### src/rtl/countdown_timer.sv
// ============================================================================
// Module   : countdown_timer
// Brief    : Loadable down-counter with prescaler, pause/abort and auto-reload.
// Revision : 1.0 - initial release
// ============================================================================
`default_nettype none

module countdown_timer #(
    parameter int WIDTH = 24,
    parameter int DIV   = 1
) (
    input  logic             clk,
    input  logic             rst,
    input  logic             load_valid,
    output logic             load_ready,
    input  logic [WIDTH-1:0] load_value,
    input  logic             reload_en,
    input  logic             pause,
    input  logic             abort,
    output logic [WIDTH-1:0] count,
    output logic             busy,
    output logic             done
);

    localparam int               c_PW         = (DIV > 1) ? $clog2(DIV) : 1;
    localparam logic [c_PW-1:0]  c_PRESC_LAST = c_PW'(DIV - 1);
    localparam logic [c_PW-1:0]  c_PRESC_ONE  = c_PW'(1);
    localparam logic [WIDTH-1:0] c_CNT_ONE    = WIDTH'(1);

    typedef enum logic [0:0] {
        ST_IDLE = 1'b0,
        ST_RUN  = 1'b1
    } state_t;

    state_t           r_state, w_state_nxt;
    logic [WIDTH-1:0] r_count, w_count_nxt;
    logic [WIDTH-1:0] r_reload, w_reload_nxt;
    logic [c_PW-1:0]  r_presc, w_presc_nxt;
    logic             r_done, w_done_nxt;
    logic             w_presc_wrap;
    logic             w_last;

    assign w_presc_wrap = (r_presc == c_PRESC_LAST);
    assign w_last       = (r_count == c_CNT_ONE);

    always_ff @(posedge clk) begin
        if (rst) begin
            r_state  <= ST_IDLE;
            r_count  <= '0;
            r_reload <= '0;
            r_presc  <= '0;
            r_done   <= 1'b0;
        end else begin
            r_state  <= w_state_nxt;
            r_count  <= w_count_nxt;
            r_reload <= w_reload_nxt;
            r_presc  <= w_presc_nxt;
            r_done   <= w_done_nxt;
        end
    end

    always_comb begin
        w_state_nxt  = r_state;
        w_count_nxt  = r_count;
        w_reload_nxt = r_reload;
        w_presc_nxt  = r_presc;
        w_done_nxt   = 1'b0;
        case (r_state)
            ST_IDLE: begin
                // A zero load expires immediately without ever entering RUN.
                if (load_valid) begin
                    w_count_nxt  = load_value;
                    w_reload_nxt = load_value;
                    w_presc_nxt  = '0;
                    if (load_value != '0) begin
                        w_state_nxt = ST_RUN;
                    end else begin
                        w_done_nxt = 1'b1;
                    end
                end
            end
            ST_RUN: begin
                if (abort) begin
                    w_state_nxt = ST_IDLE;
                    w_count_nxt = '0;
                    w_presc_nxt = '0;
                end else if (!pause) begin
                    if (w_presc_wrap) begin
                        w_presc_nxt = '0;
                        if (w_last) begin
                            w_done_nxt = 1'b1;
                            if (reload_en) begin
                                w_count_nxt = r_reload;
                            end else begin
                                w_count_nxt = '0;
                                w_state_nxt = ST_IDLE;
                            end
                        end else begin
                            w_count_nxt = r_count - c_CNT_ONE;
                        end
                    end else begin
                        w_presc_nxt = r_presc + c_PRESC_ONE;
                    end
                end
            end
            default: begin
                w_state_nxt = ST_IDLE;
            end
        endcase
    end

    assign load_ready = (r_state == ST_IDLE);
    assign busy       = (r_state == ST_RUN);
    assign count      = r_count;
    assign done       = r_done;

endmodule

`default_nettype wire

### config.mk
export PLATFORM = sky130hd
export DESIGN_NAME = countdown_timer
export DESIGN_NICKNAME = d
export VERILOG_FILES = /design/src/rtl/countdown_timer.sv
export SDC_FILE = /design/constraint.sdc
export NUM_CORES = 1
export LEC_CHECK = 0
export BUFFER_PORTS_ARGS = -buffer_cell sky130_fd_sc_hd__buf_2
export CAP_MARGIN = 20
export CORE_MARGIN = 2
export CORE_UTILIZATION = 43
export CTS_CLUSTER_SIZE = 10
export DETAILED_ROUTE_END_ITERATION = 10
export PLACE_DENSITY = 0.75
export SETUP_SLACK_MARGIN = 0.02
export SLEW_MARGIN = 5
export SYNTH_ARGS = -nofsm -noshare
export SYNTH_HDL_FRONTEND = slang
export SYNTH_SLANG_ARGS = --single-unit
### constraint.sdc
create_clock -name clk -period 2.95 [get_ports clk]
set_clock_uncertainty 0.05 [all_clocks]
set_input_delay 0.295 -clock clk [delete_from_list [all_inputs] [get_ports clk]]
set_output_delay 0.295 -clock clk [all_outputs]
set_load 0.02 [all_outputs]
==> qor.txt, run 1 <==
outcome: finished, final reports clean
setup ws final: 0.372 ns
measured slew at the worst slew-check pin: 0.827 ns
total number of yosys warnings: 0
largest net degree at the start of global routing: 48
Int Power: 1080 µW
worst hold slack: 0.178 ns
unrepaired setup endpoints after global routing: false
fillcell total: 631
syn_area_per_cell: 7.46 µm²
Synth Cell Area: 0.00283 mm²
Die W: 85.2 µm
Via Count: 3,033
sw frac: 34.5%
final setup violation count: 0
min Tclk post-route: 2.58 ns
PortBufs: 56
Vias/cell: 6.07
fin. max-slew vios: 0
hold-fix buffers at CTS: 0
Worst VDD drop: 0.242 mV
CTS max path bufs: 2
CP max FO: 15
Worst R2R Path Depth: 6
diode count: 0
Routed WL: 8520 µm
Nets: 454
Most used DFF post-synth: dfxtp_1
routability cong.: 0.921
post-CTS sizing: 0
clock root buffer: clkbuf_8
Setup Crit Path Kind: reg -> reg
worst skew pair latency: 0.31 ns
number of global-route vias before repair: 2,698
final core occ: 51.2%
Clock power frac: 25.5%
asr flop ratio synth: 0%
Reg power frac: 48.1%
Post-CTS Setup Inserts: 0
CTS tree: built
Initial Util: 44.6%
Max Freq: 0.388 GHz
Hold WC Path Type: in -> reg
Sink Count: 50
final hold viol count: 0
Mapped Nets: 412
Final period util: 87.4%
initial antenna violation count: 0
required time worst endpoint: 3.11 ns
Mapped Cells: 380
routed length per instance: 17.0 µm
layout cell share with drive strength beyond 1: 19.9%
hold depth: 3
final setup TNS: 0 ns
clock transition at the registers of the reported paths: 0.10 ns
num rows: 29
Residual DRC: 0
Die ar.: 0.00726 mm²
area delta synth->final: 14.7%
Critical Path AT: 2.74 ns
leakage power: 0.00132 µW
placed instance area: 0.00316 mm²
DP Wirelength: 5950 µm
post-route cell area: 0.00325 mm²
die height: 85.2 µm
Unique masters post-synth: 50
pwr dens: 507 mW/mm²
Comb power frac: 26.4%
H-tree levels: 2
CTS buffer count: 5
total gr overflow: 0
first-pass GRT wire length: 13,700 µm
max_cap viols: 0
post-route ant nets: 0
number of top-level pins: 57
Max transition margin: 44.8%
post-synthesis sequential element count: 50
EDFF count, synth: 0
GR Util All Layers: 23.7%
CP Launch Type: flip-flop
switching pwr: 568 µW
Pre-antenna DRT Iters: 5
post-synthesis sequential area ratio: 35.3%
dpl ws: 0.424 ns
Crit. End Element: flip-flop
area of the core: 0.00635 mm²
Iteration-0 DRC Markers: 218
power by group through the flow:
stage / sequential, µW / combinational (µW) / clock (µW)
global route: 800 / 478 / 461
floorplan: 820 / 273 / 0
CTS: 791 / 431 / 429
detailed placement: 806 / 430 / 0
finish: 792 / 435 / 420
global placement: 803 / 422 / 0
cell families (layout without fill, tap and decap cells):
kind of cell,after synthesis,count (layout),synth area share (%)
mux,2,2,0.927
xor+xnor,11,11,3.40
compound gates,122,122,26.0
simple gates,158,158,28.2
fa+ha+maj,2,2,0.883
flops,50,50,35.3
buf+inv,35,78,5.25
critical path: stages (launching register included):
cell and delay (ns):
dfxtp_1 0.40, nor4_4 0.54, and2_2 0.32, and3_1 0.59
and3_1 0.24, o21ai_0 0.07, a211oi_1 0.27
through the flow:
| step | cells | total power, µW |
|---|---|---|
| floorplan | 380 | 1090 |
| global placement | 492 | 1230 |
| detailed placement | 492 | 1240 |
| CTS | 500 | 1650 |
| global route | 500 | 1740 |
| finish | 500 | 1650 |
path summary, 6_finish.rpt:
path                      start           to  slack (ns)
setup / recovery       count[4]     count[6]        0.37
hold / removal    load_value[1]  r_reload[1]        0.18
setup reg to reg       count[4]     count[6]        0.37
hold reg to reg     r_reload[9]  r_reload[9]        0.41
final cells by class:
class	instances	area (µm²)	area share, %
clock buffers	7	86.3	2.66
repair buffers	66	355	10.9
flip-flops and latches	50	1000	30.8
multi-input cells	295	1690	52.0
well taps	77	96.3	2.96
inverters	4	15.0	0.462
clock inverters	1	5.00	0.154
sequential cells by signal, summed over array words and instances, names as in the netlist:
register and count:
done 1, busy 1, count 24, r_reload 24
routing by layer:
layer,routed length [µm],vias up,GRT usage (%)
met2,3990,130,37.6
li1,-,1450,-
met1,3700,1439,32.7
met3,674,14,3.99
met5,0,-,0
met4,157,0,7.94
cell usage after synthesis (6+ instances only):
library cell,count,share of area (%)
nor2_1,27,3.6
a21boi_0,7,1.9
dfxtp_1,50,35
a21oi_1,43,7.6
and3_1,9,2.0
nand2_1,72,9.5
nor4_1,10,2.2
nor3_1,8,1.4
o21ai_0,33,5.8
xnor2_1,6,1.9
a211oi_1,9,2.4
clkbuf_1,22,2.9
nand3_1,7,1.2
placed cells by master (no fill, tap or decap), types with 8 or more instances in the layout:
cell and n:
a211oi_1 9, a21oi_1 43, and3_1 9, buf_2 56
buf_4 10, dfxtp_1 50, nand2_1 72, nor2_1 27
nor3_1 8, nor4_1 9, o21ai_0 33
Note: power is estimated with default switching activity, not from simulation.
==> run 2: changes to the inputs <==
clock period = 2.5 ns   (was 2.95 ns; I/O delays follow)
==> qor.txt, run 2 (synthesis results as in run 1) <==
Max transition margin: 53.2%
Worst VDD drop: 0.367 mV
DP Wirelength: 6270 µm
worst skew pair latency: 0.31 ns
CTS tree: built
diode count: 0
setup ws final: 0.120 ns
number of top-level pins: 57
Routed WL: 8770 µm
Pre-antenna DRT Iters: 7
CTS buffer count: 5
clock transition at the registers of the reported paths: 0.09 ns
number of global-route vias before repair: 2,864
die height: 85.2 µm
dpl ws: 0.0803 ns
layout cell share with drive strength beyond 1: 22.9%
final setup TNS: 0 ns
Die ar.: 0.00726 mm²
total gr overflow: 0
CP Launch Type: flip-flop
Die W: 85.2 µm
Initial Util: 44.6%
Critical Path AT: 2.55 ns
Vias/cell: 5.92
CTS max path bufs: 2
Hold WC Path Type: in -> reg
CP max FO: 9
clock root buffer: clkbuf_8
Residual DRC: 0
Setup Crit Path Kind: reg -> reg
Nets: 468
routed length per instance: 17.1 µm
Post-CTS Setup Inserts: 0
Pwr Total: 2080 µW
measured slew at the worst slew-check pin: 0.699 ns
num rows: 29
Iteration-0 DRC Markers: 237
most frequent cells in the layout: nand2_1 (72), buf_2 (56), dfxtp_1 (49), a21oi_1 (43), o21ai_0 (33)
fillcell total: 643
final hold viol count: 0
Final period util: 95.2%
pwr dens: 616 mW/mm²
largest net degree at the start of global routing: 48
fin. max-slew vios: 0
PortBufs: 56
H-tree levels: 2
Sink Count: 50
unrepaired setup endpoints after global routing: false
outcome: finished, final reports clean
area of the core: 0.00635 mm²
hold-fix buffers at CTS: 0
Crit. End Element: flip-flop
commonest non-fill, non-tap cell in the layout: nand2_1
routability cong.: 0.937
GR Util All Layers: 24.7%
required time worst endpoint: 2.67 ns
Max Freq: 0.420 GHz
post-route ant nets: 0
Via Count: 3,036
leakage power: 0.00140 µW
max_cap viols: 0
final setup violation count: 0
min Tclk post-route: 2.38 ns
initial antenna violation count: 0
first-pass GRT wire length: 14,400 µm
area delta synth->final: 19.3%
## run 2: cell count changes in the layout (fill, tap and decap cells not counted)
cell,delta
or4_1,-1
or4_4,+1
dfxtp_1,-1
clkinv_2,-1
bufinv_16,+1
clkbuf_1,-1
buf_4,+14
dfxtp_2,+1
## run 2: where the power goes
group / internal, µW / leakage [µW] / switching [µW]
clock network: 321 / 0.0000573 / 273
logic: 226 / 0.000933 / 340
registers: 855 / 0.000412 / 67.6
## run 2: worst paths after layout
path | startpoint | to | slack, ns | cells after the start
max | count[0] | count[2] | 0.12 | 6
min | load_value[12] | r_reload[12] | 0.14 | 3
max reg2reg | count[0] | count[2] | 0.12 | 6
min reg2reg | r_reload[7] | r_reload[7] | 0.41 | 2
## run 2: per-layer routing
metal  up-vias  global-route usage [%]  part of all wire [%]
met1      1429                    34.2                    44
li1       1478                       -                     -
met4         0                    5.92                   1.1
met3         9                    3.99                   7.0
met2       120                    40.5                    47
met5         -                       0                     0
## run 2: critical path: stages, from the launching register on
cell and delay, ns:
dfxtp_2 0.40, ha_1 0.18, or4b_1 0.48, or4_4 0.53, buf_4 0.19, a211o_1 0.26
a211oi_1 0.20
## run 2: layout make-up
| class | instances | area [µm²] | area share (%) |
|---|---|---|---|
| tap | 77 | 96.3 | 2.85 |
| clock inverter | 1 | 30.0 | 0.888 |
| multi-input combinational | 295 | 1690 | 50.1 |
| clock buffer | 6 | 82.6 | 2.44 |
| inverter | 4 | 15.0 | 0.444 |
| timing repair buffer | 80 | 460 | 13.6 |
| sequential | 50 | 1000 | 29.6 |
## run 2: what timing repair did
action | 4_1_cts | 5_1_grt
gates resized for setup | 0 | 1
hold endpoints to repair | 0 | 0
endpoints found under the setup margin | 0 | 5
## run 2: per-stage QoR
| stage | cells | instance area, µm² | hold WS (ns) | utilization [%] |
|---|---|---|---|---|
| after floorplan | 380 | 2840 | 0.336 | - |
| after global placement | 506 | 3260 | 0.390 | 51.4 |
| after detailed placement | 506 | 3260 | 0.393 | 51.4 |
| after CTS | 513 | 3380 | 0.140 | 53.2 |
| after global routing | 513 | 3380 | 0.142 | 53.2 |
| final | 513 | 3380 | 0.142 | 53.2 |
